## src/rtl/clock_time_ctrl.sv

```systemverilog
// Timekeeping core: h/m/s counter off the pixel clock, debounced set buttons with hold-to-repeat, frame-synchronous display snapshot.
// Latency: sec_pulse one clk after prescaler wrap; button step 2 clk sync + DEBOUNCE_FRAMES frame samples; display one frame behind.
// Backpressure: none, free-running; frame_tick is the only pacing input and is assumed to be a single-cycle pulse.
module clock_time_ctrl #(
    parameter int TICKS_PER_SEC   = 25_175_000,
    parameter int DEBOUNCE_FRAMES = 2,
    parameter int HOLD_FRAMES     = 30,
    parameter int REPEAT_FRAMES   = 6
) (
    input  logic       clk,
    input  logic       rst,
    input  logic       hour_button,
    input  logic       min_button,
    input  logic       frame_tick,
    output logic [4:0] disp_hours,
    output logic [5:0] disp_minutes,
    output logic [5:0] disp_seconds,
    output logic       sec_pulse
);

    localparam int PRE_W = $clog2(TICKS_PER_SEC + 1);
    localparam logic [PRE_W-1:0] PRE_LAST = PRE_W'(TICKS_PER_SEC - 1);
    localparam int MAX_F = (HOLD_FRAMES > REPEAT_FRAMES) ? HOLD_FRAMES : REPEAT_FRAMES;
    localparam int MAX_C = (MAX_F > DEBOUNCE_FRAMES) ? MAX_F : DEBOUNCE_FRAMES;
    localparam int CNT_W = $clog2(MAX_C + 1);
    localparam logic [CNT_W-1:0] DB_LAST   = CNT_W'(DEBOUNCE_FRAMES - 1);
    localparam logic [CNT_W-1:0] HOLD_LAST = CNT_W'(HOLD_FRAMES - 1);
    localparam logic [CNT_W-1:0] REP_LAST  = CNT_W'(REPEAT_FRAMES - 1);

    typedef enum logic [1:0] {ST_IDLE, ST_HELD, ST_REPEAT} btn_state_e;

    // Index 1 is the hour button, index 0 the minute button.
    logic [1:0]       rst_sync_q;
    logic             core_hold;
    logic [1:0]       btn_raw;
    logic [1:0]       sync1_q, sync1_d, sync2_q, sync2_d, deb_q, deb_d, step;
    logic [CNT_W-1:0] dcnt_q [2];
    logic [CNT_W-1:0] dcnt_d [2];
    logic [CNT_W-1:0] fcnt_q [2];
    logic [CNT_W-1:0] fcnt_d [2];
    btn_state_e       state_q [2];
    btn_state_e       state_d [2];

    logic [PRE_W-1:0] pre_q, pre_d;
    logic             wrap;
    logic [4:0]       hours_q, hours_d, disp_hours_q, disp_hours_d;
    logic [5:0]       min_q, min_d, disp_min_q, disp_min_d;
    logic [5:0]       sec_q, sec_d, disp_sec_q, disp_sec_d;
    logic             sec_pulse_q, sec_pulse_d;

    assign btn_raw   = {hour_button, min_button};
    // Core stays cleared until the second clk edge after rst falls, so release is clean.
    assign core_hold = rst_sync_q[1];
    assign wrap      = (pre_q == PRE_LAST);

    // Reset release synchronizer: asserts with rst, drops out through two flops.
    always_ff @(posedge clk or posedge rst) begin
        if (rst) rst_sync_q <= 2'b11;
        else     rst_sync_q <= {rst_sync_q[0], 1'b0};
    end

    // Button path: synchronize, debounce on frame samples, then hold/repeat FSM producing steps.
    always_comb begin
        sync1_d = btn_raw;
        sync2_d = sync1_q;
        deb_d   = deb_q;
        dcnt_d  = dcnt_q;
        fcnt_d  = fcnt_q;
        state_d = state_q;
        step    = '0;
        if (frame_tick) begin
            for (int b = 0; b < 2; b++) begin
                // A sample equal to the accepted level breaks any pending run.
                if (sync2_q[b] != deb_q[b]) begin
                    if (dcnt_q[b] == DB_LAST) begin
                        deb_d[b]  = sync2_q[b];
                        dcnt_d[b] = '0;
                    end else begin
                        dcnt_d[b] = dcnt_q[b] + 1'b1;
                    end
                end else begin
                    dcnt_d[b] = '0;
                end
                // The FSM reacts to the level accepted on this same frame edge.
                case (state_q[b])
                    ST_IDLE: begin
                        if (deb_d[b] && !deb_q[b]) begin
                            step[b]    = 1'b1;
                            state_d[b] = ST_HELD;
                            fcnt_d[b]  = '0;
                        end
                    end
                    ST_HELD: begin
                        if (!deb_d[b]) begin
                            state_d[b] = ST_IDLE;
                            fcnt_d[b]  = '0;
                        end else if (fcnt_q[b] == HOLD_LAST) begin
                            step[b]    = 1'b1;
                            state_d[b] = ST_REPEAT;
                            fcnt_d[b]  = '0;
                        end else begin
                            fcnt_d[b] = fcnt_q[b] + 1'b1;
                        end
                    end
                    ST_REPEAT: begin
                        if (!deb_d[b]) begin
                            state_d[b] = ST_IDLE;
                            fcnt_d[b]  = '0;
                        end else if (fcnt_q[b] == REP_LAST) begin
                            step[b]   = 1'b1;
                            fcnt_d[b] = '0;
                        end else begin
                            fcnt_d[b] = fcnt_q[b] + 1'b1;
                        end
                    end
                    default: begin
                        state_d[b] = ST_IDLE;
                        fcnt_d[b]  = '0;
                    end
                endcase
            end
        end
        if (core_hold) begin
            sync1_d = '0;
            sync2_d = '0;
            deb_d   = '0;
            step    = '0;
            for (int b = 0; b < 2; b++) begin
                dcnt_d[b]  = '0;
                fcnt_d[b]  = '0;
                state_d[b] = ST_IDLE;
            end
        end
    end

    // Time datapath: a set step overrides the seconds carry; snapshot on frame_tick.
    always_comb begin
        pre_d        = pre_q + 1'b1;
        hours_d      = hours_q;
        min_d        = min_q;
        sec_d        = sec_q;
        sec_pulse_d  = wrap;
        disp_hours_d = disp_hours_q;
        disp_min_d   = disp_min_q;
        disp_sec_d   = disp_sec_q;
        if (step != 2'b00) begin
            pre_d = '0;
            sec_d = '0;
            if (step[1]) hours_d = (hours_q == 5'd23) ? 5'd0 : hours_q + 5'd1;
            if (step[0]) min_d   = (min_q == 6'd59) ? 6'd0 : min_q + 6'd1;
        end else if (wrap) begin
            pre_d = '0;
            if (sec_q == 6'd59) begin
                sec_d = '0;
                if (min_q == 6'd59) begin
                    min_d   = '0;
                    hours_d = (hours_q == 5'd23) ? 5'd0 : hours_q + 5'd1;
                end else begin
                    min_d = min_q + 6'd1;
                end
            end else begin
                sec_d = sec_q + 6'd1;
            end
        end
        if (frame_tick) begin
            disp_hours_d = hours_q;
            disp_min_d   = min_q;
            disp_sec_d   = sec_q;
        end
        if (core_hold) begin
            pre_d        = '0;
            hours_d      = '0;
            min_d        = '0;
            sec_d        = '0;
            sec_pulse_d  = 1'b0;
            disp_hours_d = '0;
            disp_min_d   = '0;
            disp_sec_d   = '0;
        end
    end

    // State registers, all cleared asynchronously by rst.
    always_ff @(posedge clk or posedge rst) begin
        if (rst) begin
            sync1_q      <= '0;
            sync2_q      <= '0;
            deb_q        <= '0;
            for (int b = 0; b < 2; b++) begin
                dcnt_q[b]  <= '0;
                fcnt_q[b]  <= '0;
                state_q[b] <= ST_IDLE;
            end
            pre_q        <= '0;
            hours_q      <= '0;
            min_q        <= '0;
            sec_q        <= '0;
            sec_pulse_q  <= 1'b0;
            disp_hours_q <= '0;
            disp_min_q   <= '0;
            disp_sec_q   <= '0;
        end else begin
            sync1_q      <= sync1_d;
            sync2_q      <= sync2_d;
            deb_q        <= deb_d;
            dcnt_q       <= dcnt_d;
            fcnt_q       <= fcnt_d;
            state_q      <= state_d;
            pre_q        <= pre_d;
            hours_q      <= hours_d;
            min_q        <= min_d;
            sec_q        <= sec_d;
            sec_pulse_q  <= sec_pulse_d;
            disp_hours_q <= disp_hours_d;
            disp_min_q   <= disp_min_d;
            disp_sec_q   <= disp_sec_d;
        end
    end

    assign disp_hours   = disp_hours_q;
    assign disp_minutes = disp_min_q;
    assign disp_seconds = disp_sec_q;
    assign sec_pulse    = sec_pulse_q;

endmodule
```

## config.mk

```make
export PLATFORM = sky130hd
export DESIGN_NAME = clock_time_ctrl
export DESIGN_NICKNAME = d
export VERILOG_FILES = /design/src/rtl/clock_time_ctrl.sv
export SDC_FILE = /design/constraint.sdc
export NUM_CORES = 1
export LEC_CHECK = 0
export ABC_AREA = 0
export CORE_ASPECT_RATIO = 2
export CORE_UTILIZATION = 25
export CTS_CLUSTER_SIZE = 40
export DETAILED_ROUTE_END_ITERATION = 7
export DONT_BUFFER_PORTS = 1
export SLEW_MARGIN = 30
export SYNTH_ARGS = -nofsm -noshare
export SYNTH_HDL_FRONTEND = slang
export SYNTH_SLANG_ARGS = --single-unit
```

## constraint.sdc

```tcl
create_clock -name clk -period 3.13 [get_ports clk]
set_input_delay 0.4695 -clock clk [delete_from_list [all_inputs] [get_ports clk]]
set_output_delay 0.4695 -clock clk [all_outputs]
set_load 0.03 [all_outputs]
```

==> flow_summary.json, run 1 <==
{
  "cts_tree": "done",
  "fin_setup_tns_ps": 0,
  "worst_pin_slew_ps": 767,
  "routabilityCongestion": 0.799,
  "grt_pass1_wl_um": 18400,
  "critPathMostFrequentCell": "nand4_1",
  "area_growth_syn_to_layout_pct": 13.3,
  "crit_slowest_cell": "nor4_1",
  "via_count": 3643,
  "cp_data_required_time_ps": 3370,
  "postCtsSetupRepairBufs": 0,
  "synthTopCellsByArea": "dfrtp_1 46%, nor2_1 5.6%, ha_1 5.1%",
  "cts_resized": 0,
  "placementRows": 71,
  "synthTopCellsByCount": "90 x dfrtp_1, 73 x nor2_1, 31 x nand2_1",
  "placed_area_sq_um": 5170,
  "r2r_cells": 7,
  "finClkSkew_ps": 7.60,
  "gr-total-overflow": 0,
  "antenna_cells": 0,
  "yosys_warnings": 0,
  "rsz0062_at_grt": "no",
  "endpoint_kind": "register",
  "cts_hold_buf": 0,
  "htree_levels": 3,
  "period_needed_ps": 2670,
  "multiInputGateArea_sq_um": 2410,
  "core_area_sq_um": 18900,
  "cp.buffers_inverters": 0,
  "synth_edf_count": 0,
  "start_kind": "register",
  "fin_crit_sh_pct": 85.4,
  "yosys_most_used_dff": "dfrtp_1",
  "drv_slew": 0,
  "synth_top_area_share_pct": 46.2,
  "drc": 0,
  "ff_latch_area_sq_um": 2300,
  "dr.pass1.iters": 4,
  "crit_family": "simple AND/OR/NAND/NOR gates",
  "drt_iter0_markers": 227,
  "critical_path_class": "register to register",
  "design_area_sq_um": 5530,
  "top_layer_used": "met4",
  "p_leak_nw": 2.34,
  "initial_core_util_pct": 25.8,
  "power-per-cell-area_nw_per_um2": 504,
  "r2r_setup_slack_ps": 460,
  "slowest_delay_ps": 560,
  "grt_max_degree": 48,
  "cts_buffer_depth": 2,
  "clk_transition_reported_paths_ps": 70,
  "syn_area_per_cell_sq_um": 9.53,
  "wl_met1_um": 4040,
  "seq_area_frac_synth_pct": 47.3,
  "drt_wl_total_um": 11000,
  "routed-wl-met3_um": 273,
  "reg2reg_to": "hours_q[0]",
  "nFillCells": 1966,
  "min_path_type": "primary input to asynchronous set/reset pin",
  "port-buffer-count": 0,
  "r2r-start": "sec_q[0]",
  "cts_buffers": 9,
  "synth_cell_types": 56,
  "irDropWorstVdd_v": 0.000267,
  "dr_wl_met2_um": 6260,
  "die-area_sq_um": 20100,
  "routedWlPerCell_um": 14.3,
  "via_per_inst": 4.74,
  "grt_usage_pct": 11.9,
  "synth_nets": 537,
  "cp_cell_sequence": "ha_1, nand4_1, or2_1, nor4_1, nand4_1, and2_1, o41ai_2",
  "dp_hpwl_um": 8100,
  "synthCells": 512,
  "fp.dieH_um": 200,
  "fmax_ghz": 0.374,
  "grt_pass1_vias": 3767,
  "slew_headroom_pct": 48.9,
  "setup_viol_count_final": 0,
  "antenna_found_initial": 0,
  "drive_above_1_share_pct": 7.39,
  "yosysMostFrequentCell": "dfrtp_1",
  "die_x_um": 101,
  "synth_top_area_cell": "dfrtp_1",
  "io_pins": 23,
  "crit_path_max_fanout": 7,
  "syn-cell-area_sq_um": 4880,
  "clock_sinks": 92,
  "outcome": "completed",
  "ys_seq_elements": 92,
  "fin_nets": 534,
  "crit_arrival_ps": 2920,
  "synthArstFlopShare_pct": 100,
  "ant_nets": 0,
  "clock_latency_ps": 350,
  "cap_viol_max_count": 0,
  "cts-root-buf": "clkbuf_16",
  "hold_viol_final": 0
}
-- final cells by class --
class | instances | share of cell area [%]
Timing Repair Buffer | 4 | 0.770
Inverter | 23 | 1.61
Clock buffer | 11 | 4.57
Sequential cell | 92 | 41.7
Tap cell | 255 | 5.77
Multi-Input combinational cell | 379 | 43.6
Clock inverter | 5 | 1.95
-- where the power goes --
group	switching, mW	internal (mW)	leakage (nW)
sequential	0.0375	1.22	1.27
clock	0.463	0.827	0.176
combinational	0.153	0.0906	0.900
-- worst reg2reg max path: cells and delay by family (launching register included) --
kind	cells	cell delay (ps)
AO/OA/AOI/OAI	1	280
flip-flops	1	420
adder cells (fa/ha/maj)	1	250
AND/OR/NAND/NOR	5	1620
-- stage by stage --
step / hold WS [ps] / utilization [%] / worst slack (ps) / std cells / total power, mW
after floorplan: 345 / - / 272 / 512 / 1.46
after global placement: 346 / 27.3 / 458 / 753 / 1.52
after detailed placement: 347 / 27.3 / 402 / 753 / 1.52
after CTS: 87.7 / 29.2 / 375 / 769 / 2.83
after global routing: 110 / 29.2 / 249 / 769 / 2.90
final: 55.0 / 29.2 / 455 / 769 / 2.79
-- flip-flops by register name (all words and copies together) (netlist names), 4 cells and up --
| signal | flops |
|---|---|
| dcnt_q | 10 |
| disp_hours | 5 |
| disp_minutes | 6 |
| disp_seconds | 6 |
| fcnt_q | 10 |
| hours_q | 5 |
| min_q | 6 |
| pre_q | 25 |
| sec_q | 6 |
| state_q | 4 |
-- routing by layer --
| layer | up-vias | track usage [%] |
|---|---|---|
| met5 | - | 0 |
| met3 | 20 | 1.78 |
| met4 | 0 | 7.25 |
| li1 | 1776 | - |
| met1 | 1805 | 11.6 |
| met2 | 42 | 23.0 |
-- worst max-delay path by stage --
stage	from	endpoint	slack, ps	cells past startpoint
finish	sec_q[0]	hours_q[0]	460	7
floorplan	rst	dcnt_q[0]	270	1
CTS	sec_q[0]	hours_q[0]	370	7
global placement	sec_q[0]	hours_q[0]	460	7
detailed placement	sec_q[0]	hours_q[0]	400	7
global route	sec_q[0]	hours_q[0]	250	7
-- cells by family (layout without fill, tap and decap cells) --
kind of cell | after synthesis | after routing | synth area share, %
simple gates | 224 | 224 | 24.1
flops | 92 | 92 | 47.3
compound gates | 86 | 86 | 10.9
buf+inv | 41 | 43 | 3.28
xor+xnor | 26 | 26 | 4.67
mux | 22 | 22 | 4.62
fa+ha+maj | 20 | 20 | 5.13
other cells | 1 | 1 | 0.0769
-- cell usage in the layout (no fill, tap or decap), drive strengths merged, types with 5 or more instances in the layout --
cell type | synthesis | routed
nor2b | 15 | 15
a21oi | 22 | 22
o21ai | 33 | 33
inv | 23 | 23
nand3 | 30 | 30
dfrtp | 90 | 90
nor2 | 73 | 73
nand4 | 15 | 15
o31ai | 9 | 9
ha | 20 | 20
clkbuf | 9 | 11
mux2i | 18 | 18
or2 | 5 | 5
xnor2 | 8 | 8
nor3 | 9 | 9
nand2b | 7 | 7
or3 | 5 | 5
xor2 | 18 | 18
nand2 | 31 | 31
and2 | 5 | 5
and3 | 5 | 5
Note: power is estimated with default switching activity, not from simulation.
==> run 2: changes to the inputs <==
- ABC_CLOCK_PERIOD_IN_PS: default -> 3130
- CAP_MARGIN: default -> 0
- CTS_CLUSTER_SIZE: 40 -> 24
==> results of run 2 <==
The final DEF is identical to that of run 1; final timing and power are the same.
